===== config.mk =====
export PLATFORM = sky130hd
export DESIGN_NAME = alu_seq
export DESIGN_NICKNAME = d
export VERILOG_FILES = /design/src/rtl/alu_pkg.sv /design/src/rtl/alu_comb.sv /design/src/rtl/alu_seq.sv
export SDC_FILE = /design/constraint.sdc
export NUM_CORES = 1
export LEC_CHECK = 0
export ABC_AREA = 1
export BUFFER_PORTS_ARGS = -buffer_cell sky130_fd_sc_hd__buf_2
export CORE_UTILIZATION = 40
export DETAILED_ROUTE_END_ITERATION = 12
export PLACE_DENSITY = 0.67
export REMOVE_ABC_BUFFERS = 1
export SETUP_SLACK_MARGIN = 0.15
export SKIP_CTS_REPAIR_TIMING = 1
export SYNTH_ARGS = -nofsm -noshare
export SYNTH_HDL_FRONTEND = slang
export SYNTH_HIERARCHICAL = 1
export SYNTH_SLANG_ARGS = --single-unit

===== constraint.sdc =====
create_clock -name clk -period 2.2 [get_ports clk]
set_input_delay 0.22 -clock clk [delete_from_list [all_inputs] [get_ports clk]]
set_output_delay 0.22 -clock clk [all_outputs]
set_load 0.005 [all_outputs]

===== src/rtl/alu_pkg.sv =====
// rtl/alu_pkg.sv - op codes, FSM states and width limits shared by the ALU files
package alu_pkg;

  localparam int W_MIN = 4;
  localparam int W_MAX = 32;

  typedef enum logic [2:0] {
    OP_ADD = 3'b000,
    OP_SUB = 3'b001,
    OP_SLT = 3'b010,
    OP_AND = 3'b011,
    OP_OR  = 3'b100,
    OP_XOR = 3'b101,
    OP_EQ  = 3'b110,
    OP_MUL = 3'b111
  } op_e;

  typedef enum logic [1:0] {
    S_IDLE = 2'd0,
    S_MUL  = 2'd1,
    S_DONE = 2'd2
  } state_e;

endpackage


===== src/rtl/alu_comb.sv =====
// rtl/alu_comb.sv - single-cycle add/sub/compare/logic datapath
module alu_comb
  import alu_pkg::*;
#(
  parameter int W = 8
) (
  input  logic [2:0]   op_i,
  input  logic [W-1:0] a_i,
  input  logic [W-1:0] b_i,
  output logic [W-1:0] result_o,
  output logic         over_o,
  output logic         cout_o,
  output logic         less_o
);

  logic         sub;
  logic [W-1:0] bx;
  logic [W:0]   sum;
  logic         ovf;

  always_comb begin
    // signed less-than reuses the subtractor
    sub      = (op_i == OP_SUB) || (op_i == OP_SLT);
    bx       = b_i ^ {W{sub}};
    sum      = {1'b0, a_i} + {1'b0, bx} + {{W{1'b0}}, sub};
    ovf      = (a_i[W-1] == bx[W-1]) && (sum[W-1] != a_i[W-1]);
    result_o = '0;
    over_o   = 1'b0;
    cout_o   = 1'b0;
    less_o   = 1'b0;
    case (op_i)
      OP_ADD, OP_SUB: begin
        result_o = sum[W-1:0];
        over_o   = ovf;
        cout_o   = sum[W];
      end
      OP_SLT: begin
        less_o   = sum[W-1] ^ ovf;
        result_o = {{(W-1){1'b0}}, less_o};
        over_o   = ovf;
        cout_o   = sum[W];
      end
      OP_AND:  result_o = a_i & b_i;
      OP_OR:   result_o = a_i | b_i;
      OP_XOR:  result_o = a_i ^ b_i;
      OP_EQ:   result_o = {{(W-1){1'b0}}, (a_i == b_i)};
      default: result_o = '0;
    endcase
  end

endmodule


===== src/rtl/alu_seq.sv =====
// rtl/alu_seq.sv - handshaked ALU with one-cycle ops and a W-cycle shift-add multiply
module alu_seq
  import alu_pkg::*;
#(
  parameter int W = 8
) (
  input  logic         clk,
  input  logic         rst_n,
  input  logic         in_valid,
  output logic         in_ready,
  input  logic [2:0]   op,
  input  logic [W-1:0] a,
  input  logic [W-1:0] b,
  output logic         out_valid,
  input  logic         out_ready,
  output logic [W-1:0] result,
  output logic         zero_f,
  output logic         over_f,
  output logic         cout_f,
  output logic         less_f
);

  localparam int CW = $clog2(W);

  state_e           state_q, state_d;
  logic [CW-1:0]    cnt_q, cnt_d;
  logic [2*W-1:0]   mcand_q, mcand_d;
  logic [2*W-1:0]   acc_q, acc_d, acc_step;
  logic [W-1:0]     mplier_q, mplier_d;
  logic [W-1:0]     result_q, result_d;
  logic             zero_q, zero_d, over_q, over_d, cout_q, cout_d, less_q, less_d;
  logic [W-1:0]     c_result;
  logic             c_over, c_cout, c_less;
  logic             accept;

  alu_comb #(.W(W)) u_comb (
    .op_i     (op),
    .a_i      (a),
    .b_i      (b),
    .result_o (c_result),
    .over_o   (c_over),
    .cout_o   (c_cout),
    .less_o   (c_less)
  );

  assign in_ready  = (state_q == S_IDLE) && rst_n;
  assign accept    = in_valid && in_ready;
  assign out_valid = (state_q == S_DONE);
  assign result    = result_q;
  assign zero_f    = zero_q;
  assign over_f    = over_q;
  assign cout_f    = cout_q;
  assign less_f    = less_q;

  always_comb begin
    state_d  = state_q;
    cnt_d    = cnt_q;
    mcand_d  = mcand_q;
    mplier_d = mplier_q;
    acc_d    = acc_q;
    result_d = result_q;
    zero_d   = zero_q;
    over_d   = over_q;
    cout_d   = cout_q;
    less_d   = less_q;
    acc_step = acc_q + (mplier_q[0] ? mcand_q : '0);
    case (state_q)
      S_IDLE: begin
        if (accept) begin
          if (op == OP_MUL) begin
            mcand_d  = {{W{1'b0}}, a};
            mplier_d = b;
            acc_d    = '0;
            cnt_d    = '0;
            state_d  = S_MUL;
          end else begin
            result_d = c_result;
            zero_d   = (c_result == '0);
            over_d   = c_over;
            cout_d   = c_cout;
            less_d   = c_less;
            state_d  = S_DONE;
          end
        end
      end
      S_MUL: begin
        // one multiplier bit per cycle; the last step is registered straight into the result
        acc_d    = acc_step;
        mcand_d  = mcand_q << 1;
        mplier_d = mplier_q >> 1;
        cnt_d    = cnt_q + 1'b1;
        if (cnt_q == CW'(W - 1)) begin
          result_d = acc_step[W-1:0];
          zero_d   = (acc_step[W-1:0] == '0);
          cout_d   = |acc_step[2*W-1:W];
          over_d   = 1'b0;
          less_d   = 1'b0;
          cnt_d    = '0;
          state_d  = S_DONE;
        end
      end
      S_DONE: begin
        if (out_ready) state_d = S_IDLE;
      end
      default: state_d = S_IDLE;
    endcase
  end

  always_ff @(posedge clk or negedge rst_n) begin
    if (!rst_n) begin
      state_q  <= S_IDLE;
      cnt_q    <= '0;
      mcand_q  <= '0;
      mplier_q <= '0;
      acc_q    <= '0;
      result_q <= '0;
      zero_q   <= 1'b0;
      over_q   <= 1'b0;
      cout_q   <= 1'b0;
      less_q   <= 1'b0;
    end else begin
      state_q  <= state_d;
      cnt_q    <= cnt_d;
      mcand_q  <= mcand_d;
      mplier_q <= mplier_d;
      acc_q    <= acc_d;
      result_q <= result_d;
      zero_q   <= zero_d;
      over_q   <= over_d;
      cout_q   <= cout_d;
      less_q   <= less_d;
    end
  end

endmodule

# == After elaboration in Yosys (flattened, before gate mapping) ==
# Cells that the tools add are included.
# totals
ff_bits,57
latchBits,0
ramBits,0
romBits,0
input_bits,23
out_inout_bits,14
word_cells,94
memories,0
# classes
add_sub_neg,4
n_mul,0
div_mod_pow,0
order_cmp,0
n_eq_ne,18
shift,0
muxes,42
bitwise,5
reduce_logical,15
# op_table
op,n
$mux 16,5
$pmux 16 s2,2
$pmux 8 s6,1
$mux 8,5
$pmux 8 s2,2
$add 16x16->16,1
$logic_not 8->1,2
$xor 8x8->8,2
$eq 3x3->1 const B,5
$mux 1,14
$add 8x8->9,1
$add 9x1->9,1
$mux 3,3
$and 8x8->8,1
$eq 8x8->1,1
$mux 2,4
$or 8x8->8,1
$pmux 1 s2,4
$reduce_or 8->1,1
$eq 3x2->1 const B,2
$ne 2x2->1 const B,3
$pmux 2 s3,1
$pmux 3 s2,1
$reduce_and 3->1,2
16 further kinds,19

# == Depth between registers and ports, before layout ==
# Gate-level depths: netlist of the first run.
# depth
depth_word,13
depth_mapped,18
depth_no_buf,17

# == Hierarchy ==
# Netlist of the first run, hierarchy kept.
# by_module_without_submodules
mod,n_inst,cells_per_inst,area_per_inst_um2,seq_area_each_um2
alu_seq,1,508,3629.7,1426.4
alu_comb,1,159,1028.5,0.0

# == Least setup slack after synthesis of the first run ==
# Ideal clock, no wire load.
# synth_path
path_kind,input-to-reg
from,input op[0]
to,register zero_q (netlist: zero_f)
setup_ns,0.077
t_arrival_ns,2.061
t_required_ns,2.123
path_slack_ns,0.062
path_stages,13
path_buffers,0
cell_sequence,inv_1 > nand2_2 > nand3_4 > xor2_1 > ha_1 > a21o_1 > nand2_1 > nand3b_1 > o21ai_0 > nand4_1 > nor4_1 > a31oi_1 > a21oi_1
# synth_via
elab_cells_between_ends,24
classes_between,add/sub (2); eq/ne (10); mux (4); bitwise (2); reduce/logical (6)
# synth_rtl
element,line_no,text
start: declaration,alu_seq.sv:11,"input logic [2:0] op,"
$eq 3x1->1 / $eq 3x2->1 (equally long branches),"alu_comb.sv:23, alu_comb.sv:31",
$logic_or 1x1->1,alu_comb.sv:23,sub = (op_i == OP_SUB) || (op_i == OP_SLT);
$xor 8x8->8,alu_comb.sv:24,bx = b_i ^ {W{sub}};
$add 8x8->9,alu_comb.sv:25,"sum = {1'b0, a_i} + {1'b0, bx} + {{W{1'b0}}, sub};"
$add 9x1->9,alu_comb.sv:25,
$pmux 8 s6 (*),alu_comb.sv:31,case (op_i)
named net c_result[6],alu_seq.sv:32,logic [W-1:0] c_result;
$logic_not 8->1 (*),alu_seq.sv:78,zero_d = (c_result == '0);
$mux 1 (*),alu_seq.sv:70,if (op == OP_MUL) begin
$mux 1 (*),alu_seq.sv:69,if (accept) begin
$pmux 1 s2 (*),alu_seq.sv:67,case (state_q)
end signal: assignment,alu_seq.sv:128,zero_q <= zero_d;
end: declaration,alu_seq.sv:31,"logic zero_q, zero_d, over_q, over_d, cout_q, cout_d, less_q, less_d;"
# Mark *: on every way through the listed nets, which the timed path passes. The rest lies on a longest branch. The select of a mux whose other input is x is not followed.
# A chain may end at the register's enable or synchronous reset.

# == Worst setup path in the final report of the first run ==
# layout_path
from,register mplier_q[0]
to,register zero_q (netlist: zero_f)
# layout_via
elab_chain_len,5
# layout_lines
element,line_no,text
start: declaration,alu_seq.sv:29,"logic [W-1:0] mplier_q, mplier_d;"
start signal: assignment,alu_seq.sv:125,mplier_q <= mplier_d;
$mux 16,alu_seq.sv:66,acc_step = acc_q + (mplier_q[0] ? mcand_q : '0);
$add 16x16->16,alu_seq.sv:66,
$logic_not 8->1,alu_seq.sv:94,zero_d = (acc_step[W-1:0] == '0);
$mux 1,alu_seq.sv:92,if (cnt_q == CW'(W - 1)) begin
$pmux 1 s2,alu_seq.sv:67,
# Every way passes these cells. The select of a mux whose other input is x is not followed.

==> results of run 1 <==
[cells in the final DEF, fill, tap and decap left out, types with 11 or more instances in the layout]
cell type / Yosys / layout
a21oi_1: 24 / 17
buf_2: 4 / 34
buf_4: 1 / 56
dfrtp_1: 57 / 56
ha_1: 42 / 27
ha_4: 0 / 14
inv_1: 123 / 122
nand2_1: 181 / 165
nand2_2: 13 / 25
nand3_1: 29 / 26
nor2_1: 42 / 35
nor2_2: 5 / 11
o21ai_0: 37 / 32
o21ai_1: 8 / 12
[layer usage]
metal / GRT usage [%] / vias to the layer above / part of all wire [%]
li1: - / 2293 / -
met2: 34.6 / 60 / 48
met1: 28.1 / 2117 / 48
met4: 6.10 / 0 / 1.1
met5: 0 / - / 0
met3: 3.26 / 12 / 2.6
[metrics by stage]
step / util (%) / setup TNS [ns] / instance area, um^2 / setup WS [ns] / total power (W)
2_1_floorplan: - / 0 / 4560 / 0.0379 / 0.00399
3_3_place_gp: 46.5 / -0.780 / 5290 / -0.209 / 0.00501
3_5_place_dp: 46.5 / -1.75 / 5290 / -0.314 / 0.00509
4_1_cts: 49.3 / -0.0583 / 5600 / -0.0583 / 0.00655
5_1_grt: 53.8 / -0.223 / 6120 / -0.0877 / 0.00781
6_report: 53.8 / 0 / 6120 / 0.0639 / 0.00723
[cells by family (layout without fill, tap and decap cells)]
group,count (synthesis),in the layout
AND/OR/NAND/NOR,301,302
adder cells (fa/ha/maj),44,44
buffers and inverters,146,241
multiplexers,1,1
AO/OA/AOI/OAI,104,104
XOR/XNOR,14,14
flip-flops,57,57
[report_power, final]
| group | total (W) | switching (W) | internal [W] |
|---|---|---|---|
| clock network | 0.00143 | 0.000460 | 0.000966 |
| logic | 0.00392 | 0.00220 | 0.00173 |
| registers | 0.00187 | 0.000352 | 0.00152 |
| total | 0.00723 | 0.00301 | 0.00422 |
[state kept, by name, indices dropped and copies added, names as in the netlist]
name and flops:
state_q 2, less_f 1, cnt_q 3, zero_f 1, mcand_q 16, cout_f 1, over_f 1, mplier_q 8
result 8, acc_q 16
[layout make-up]
type | instances | area share [%]
Sequential cell | 57 | 23.3
Inverter | 130 | 8.10
Multi-Input combinational cell | 465 | 49.7
Tap cell | 143 | 2.93
Clock buffer | 14 | 4.48
Clock inverter | 2 | 0.573
Timing Repair Buffer | 95 | 10.9
[worst min-delay path by stage]
stage / from / endpoint / slack [ns] / depth (start not counted)
after global routing: rst_n / cnt_q[2]$_DFFE_PN0P_ / 0.15 / 2
after global placement: rst_n / cnt_q[1]$_DFFE_PN0P_ / 0.43 / 2
after CTS: rst_n / cnt_q[2]$_DFFE_PN0P_ / 0.08 / 2
final: rst_n / cnt_q[2]$_DFFE_PN0P_ / 0.04 / 2
after detailed placement: rst_n / cnt_q[2]$_DFFE_PN0P_ / 0.43 / 2
after floorplan: rst_n / acc_q[0]$_DFFE_PN0P_ / -0.08 / 0
[critical path, delay by kind of cell, from the launching register on]
kind	cells	cell delay [ns]
compound gates	1	0.14
xor+xnor	1	0.17
fa+ha+maj	2	0.53
buf+inv	2	0.21
flops	1	0.43
simple gates	5	0.57
==> flow_summary_export.csv, run 1 <==
group,metric,value,unit
cts,clock_sinks,57,
synth,syn_area,4660,um^2
worst_setup_path,crit_start,"mplier_q[0]$_DFFE_PN0P_",
synth,avgSynthCellArea,6.98,um^2
die,die_area,12100,um^2
sta,hold_violations,0,
power_and_ir_drop,leakagePower,3.20,nW
worst_setup_path,crit_fanout,5,
synth,synth_adder_area_share,12.1,%
cts,cts.clk_slew.worst_paths,0.05,ns
worst_setup_path,r2r_slack,0.06,ns
detailed_routing,dr.pass1.iters,5,
sta,hold_slack,0.0441,ns
cts,cts_inserted_buffers,9,
die,die_w,110,um
sta,period_minus_slack,2.14,ns
synth,synthTopCellsByArea,"dfrtp_1 31%, nand2_1 15%, ha_1 11%, inv_1 9.9%, o21ai_0 4.0%",
worst_setup_path,crit_chain,"nand2_1, inv_1, ha_4, fa_2, buf_4, xor2_1, nor4_1, nand3_1, nor2_1, nand2_1, a21oi_1",
grt,grt_pass1_vias,4220,
die,pin_count,37,
layout,syn_to_final_growth,31.3,%
synth,muxShareOfSynthArea,0.215,%
sta,rsz0062_at_grt,"yes",
worst_setup_path,crit_path_start_kind,"flip-flop",
placement,dpl.cell_count,878,
power_and_ir_drop,power.density,1180,nW/um^2
synth,synth-simple-area-share,28.3,%
synth,synth_xor_area_share,2.63,%
layout,fillers,1060,
worst_setup_path,critPathSlowestCell,"dfrtp_2",
cts,clkLatencyLatePin,0.33,ns
grt,grt_first_pass_wirelength,19.5,mm
synth,synth_cells,667,
flow_run,drv_cap,0,
synth,synth.most_common_cell,"nand2_1",
cts,cts_htree_levels,3,
detailed_routing,drtIter0Drc,226,
detailed_routing,routedWlPerCell,13.4,um
layout,multi_input_area,3040,um^2
placement,port_buffers,36,
synth,synth-edff-count,0,
worst_setup_path,endpoint,"zero_f$_DFFE_PN0P_",
synth,yosys.cell_types.count,43,
grt,antenna_found_initial,0,
detailed_routing,drc_errors,0,
synth,ys_async_sr_fraction,100,%
power_and_ir_drop,ir_drop,0.539,mV
worst_setup_path,endpoint_kind,"flip-flop",
synth,ys_warn_count,6,
worst_setup_path,crit_path_max_incr_delay,0.43,ns
sta,setup_violations,0,
outcome,outcome,"finished clean",
die,start_util,41.0,%
worst_setup_path,cp_common_cell,"nand2_1",
layout,register_area,1430,um^2
synth,ys.flop_type,"dfrtp_1",
synth,ys_seq_area_share,30.6,%
synth,synth_top_family_by_area,"simple AND/OR/NAND/NOR gates",
layout,layout.nets,825,
detailed_routing,routed_wl,12.1,mm
detailed_routing,ant_nets,0,
sta,finClkSkew,0.00497,ns
grt,grt_max_degree,59,
sta,worst_slew_pin_slew,0.716,ns
sta,fmax,468,MHz
worst_setup_path,reg2reg_depth,11,
die,row_count,39,
placement,gp_congestion,0.860,
synth,synth-compound-area-share,13.5,%
detailed_routing,vias,4482,
grt,globalRouteTotalUtil,20.9,%
worst_setup_path,worstSetupPathType,"flip-flop to flip-flop",
cts,clk_path_buf_depth,2,
worst_setup_path,r2r-end,"zero_f$_DFFE_PN0P_",
sta,fin_crit_sh,97.1,%
synth,synth_commonest_cells,"181 x nand2_1, 123 x inv_1, 57 x dfrtp_1",
layout,drive_gt1_share,27.7,%
die,core_area,11400,um^2
sta,relSlewSlack,52.3,%
layout,final_cells,906,
cts,cts_tree,"built",
worst_hold_path,hold_class,"primary input to asynchronous set/reset pin",
synth,synth_top_area_share,30.6,%
die,die_y,110,um
worst_setup_path,critPathRequiredTime,2.45,ns
sta,drv_slew,0,
worst_setup_path,cp_data_arrival_time,2.39,ns
layout,diodes,0,
detailed_routing,via_per_inst,4.95,
placement,hpwl,9.22,mm
worst_setup_path,r2r-start,"mplier_q[0]$_DFFE_PN0P_",
synth,synth-seq-cells,57,
cts,cts-root-buf,"clkbuf_16",
grt,grt_remaining_overflow,0,
synth,synth_largest_area_cell,"dfrtp_1",
(Power assumes the default switching activity.)
==> inputs of run 2 (changes only) <==
- ABC_AREA: 1 -> unset
- SLEW_MARGIN: unset -> 20
==> flow_summary_export.csv, run 2 <==
group,metric,value,unit
layout,fillers,853,
cts,cts_tree,"built",
cts,cts.clk_slew.worst_paths,0.07,ns
synth,synth_cells,506,
power_and_ir_drop,leakagePower,2.97,nW
grt,globalRouteTotalUtil,22.5,%
layout,multi_input_area,3400,um^2
sta,hold_slack,0.0468,ns
die,die_area,11300,um^2
power_and_ir_drop,internal-power,0.00432,W
cts,clkLatencyLatePin,0.36,ns
die,die_w,106,um
layout,diodes,0,
synth,syn_area,4330,um^2
synth,synth-seq-cells,57,
detailed_routing,ant_nets,0,
layout,syn_to_final_growth,47.1,%
worst_hold_path,hold_class,"primary input to flip-flop",
placement,port_buffers,36,
layout,final_common_cell,"buf_4",
grt,antenna_found_initial,0,
die,start_util,41.6,%
synth,synth-edff-count,0,
synth,synth_largest_area_cell,"dfrtp_1",
power_and_ir_drop,p_comb_share,59.2,%
sta,drv_slew,0,
synth,ys.flop_type,"dfrtp_1",
synth,synthTopCellsByArea,"dfrtp_1 33%, ha_1 12%, nand2_1 6.8%, o21ai_0 5.5%, xnor2_1 4.4%",
sta,relSlewSlack,49.5,%
sta,worst_slew_pin_slew,0.756,ns
layout,register_area,1430,um^2
detailed_routing,via_per_inst,5.49,
die,pin_count,37,
sta,fmax,380,MHz
layout,design_area,6370,um^2
worst_setup_path,r2r-start,"mplier_q[0]$_DFFE_PN0P_",
worst_setup_path,crit_path_start_kind,"flip-flop",
placement,gp_congestion,0.927,
grt,grt_pass1_vias,4095,
power_and_ir_drop,pwr-share-seq,25.4,%
die,row_count,37,
detailed_routing,routed_wl,13.4,mm
outcome,outcome,"complete, but fails checks",
grt,grt_first_pass_wirelength,19.7,mm
grt,grt_max_degree,52,
sta,setup_ws,-0.431,ns
synth,synth_top_area_share,32.9,%
synth,synth_commonest_cells,"78 x nand2_1, 57 x dfrtp_1, 48 x o21ai_0",
synth,ys_warn_count,6,
sta,rsz0062_at_grt,"yes",
power_and_ir_drop,pwr-share-clk,15.4,%
worst_hold_path,holdCritStartpoint,"out_ready",
worst_setup_path,cp_num_buf_inv,3,
worst_setup_path,cp_data_arrival_time,2.87,ns
worst_setup_path,crit_start,"mplier_q[0]$_DFFE_PN0P_",
worst_setup_path,worstSetupPathType,"flip-flop to flip-flop",
synth,avgSynthCellArea,8.57,um^2
grt,grt_remaining_overflow,0,
detailed_routing,dr.pass1.iters,5,
synth,synth.most_common_cell,"nand2_1",
worst_setup_path,critPathTopFamily,"simple AND/OR/NAND/NOR gates",
worst_setup_path,crit_fanout,8,
layout,final_util,61.2,%
worst_setup_path,crit_chain,"buf_4, buf_4, buf_6, and2_1, ha_1, nand4_1, o221a_2, xnor2_2, nor4_2, a31oi_1",
sta,finClkSkew,0.00607,ns
power_and_ir_drop,swShare,39.4,%
worst_setup_path,cp_common_cell,"buf_4",
layout,layout.nets,711,
detailed_routing,routedWlPerCell,17.1,um
power_and_ir_drop,power_switching,0.00281,W
detailed_routing,drtIter0Drc,224,
synth,ys_seq_area_share,32.9,%
worst_setup_path,crit_path_max_incr_delay,0.45,ns
cts,clk_path_buf_depth,2,
sta,setup_violations,21,
layout,drive_gt1_share,40.4,%
layout,reg_top3,"acc_q (16), mcand_q (16)",
sta,setup_tns,-4.91,ns
synth,yosys.cell_types.count,57,
worst_setup_path,critPathRequiredTime,2.44,ns
sta,period_minus_slack,2.63,ns
cts,cts_inserted_buffers,9,
detailed_routing,drc_errors,0,
worst_setup_path,endpoint_kind,"flip-flop",
layout,layout_common_cells,"106 x buf_4, 76 x nand2_1, 57 x dfrtp_1, 36 x o21ai_0, 34 x buf_2",
worst_setup_path,critPathSlowestCell,"ha_1",
power_and_ir_drop,total_power,0.00712,W
cts,clock_sinks,57,
sta,fin_crit_sh,120,%
placement,dpl-instance-area,5330,um^2
flow_run,drv_cap,0,
sta,hold_violations,0,
synth,ys_async_sr_fraction,100,%
outcome,violations,"negative setup slack",
placement,hpwl,9.01,mm
cts,cts-root-buf,"clkbuf_8",
die,die_y,106,um
die,core_area,10400,um^2
power_and_ir_drop,power.density,1120,nW/um^2
detailed_routing,vias,4311,
power_and_ir_drop,ir_drop,0.522,mV
cts,cts_htree_levels,3,
## run 2: cell count changes after synthesis, sizes merged, moves of 10 or more
cell	before	now
xnor2	2	22
nand3	33	6
nor2	47	29
nand2b	0	13
nand2	194	78
and2	3	16
o22ai	13	3
mux2i	1	19
inv	129	22
clkbuf	7	17
## run 2: layout make-up
type / count / share of cell area (%)
clock buffers: 10 / 2.00
clock inverters: 6 / 1.30
inverters: 22 / 1.30
multi-input cells: 404 / 53.3
flip-flops and latches: 57 / 22.4
well taps: 136 / 2.67
repair buffers: 150 / 17.1
## run 2: kinds of logic after synthesis
group	after synthesis	share of synthesized area (%)
buffers and inverters	45	3.98
muxes	19	4.39
adders and majority gates	44	13.0
AOI/OAI and AO/OA	142	21.2
and+or+nand+nor	171	18.8
DFF	57	32.9
xor gates and xnor gates	28	5.66
## run 2: final timing paths
kind | depth (start not counted) | end | slack, ns
min in group asynchronous | 2 | less_f$_DFFE_PN0P_ | 0.30
setup reg to reg | 10 | cout_f$_DFFE_PN0P_ | -0.43
max in group asynchronous | 3 | mcand_q[1]$_DFFE_PN0P_ | 0.96
hold / removal | 2 | state_q[1]$_DFFE_PN0P_ | 0.05
hold reg to reg | 1 | result[6]$_DFFE_PN0P_ | 0.48
setup / recovery | 10 | cout_f$_DFFE_PN0P_ | -0.43
## run 2: routing by layer
metal | global-route usage, % | vias up | wire length [um]
met2 | 41.1 | 92 | 7170
met4 | 7.84 | 0 | 408
met3 | 4.23 | 37 | 403
met1 | 26.2 | 2125 | 5460
met5 | 0 | - | 0
li1 | - | 2057 | -
## run 2: stage by stage
step | setup slack [ns] | std cells
floorplan | -1.18 | 483
global placement | -0.637 | 750
detailed placement | -0.686 | 750
CTS | -0.590 | 766
global route | -0.554 | 785
finish | -0.431 | 785
## run 2: power groups by stage
stage | sequential [W] | clock, W | combinational [W]
2_1_floorplan | 0.00174 | 0 | 0.00164
3_3_place_gp | 0.00176 | 0 | 0.00294
3_5_place_dp | 0.00179 | 0 | 0.00302
4_1_cts | 0.00177 | 0.00110 | 0.00304
5_1_grt | 0.00186 | 0.00116 | 0.00453
6_report | 0.00181 | 0.00110 | 0.00422
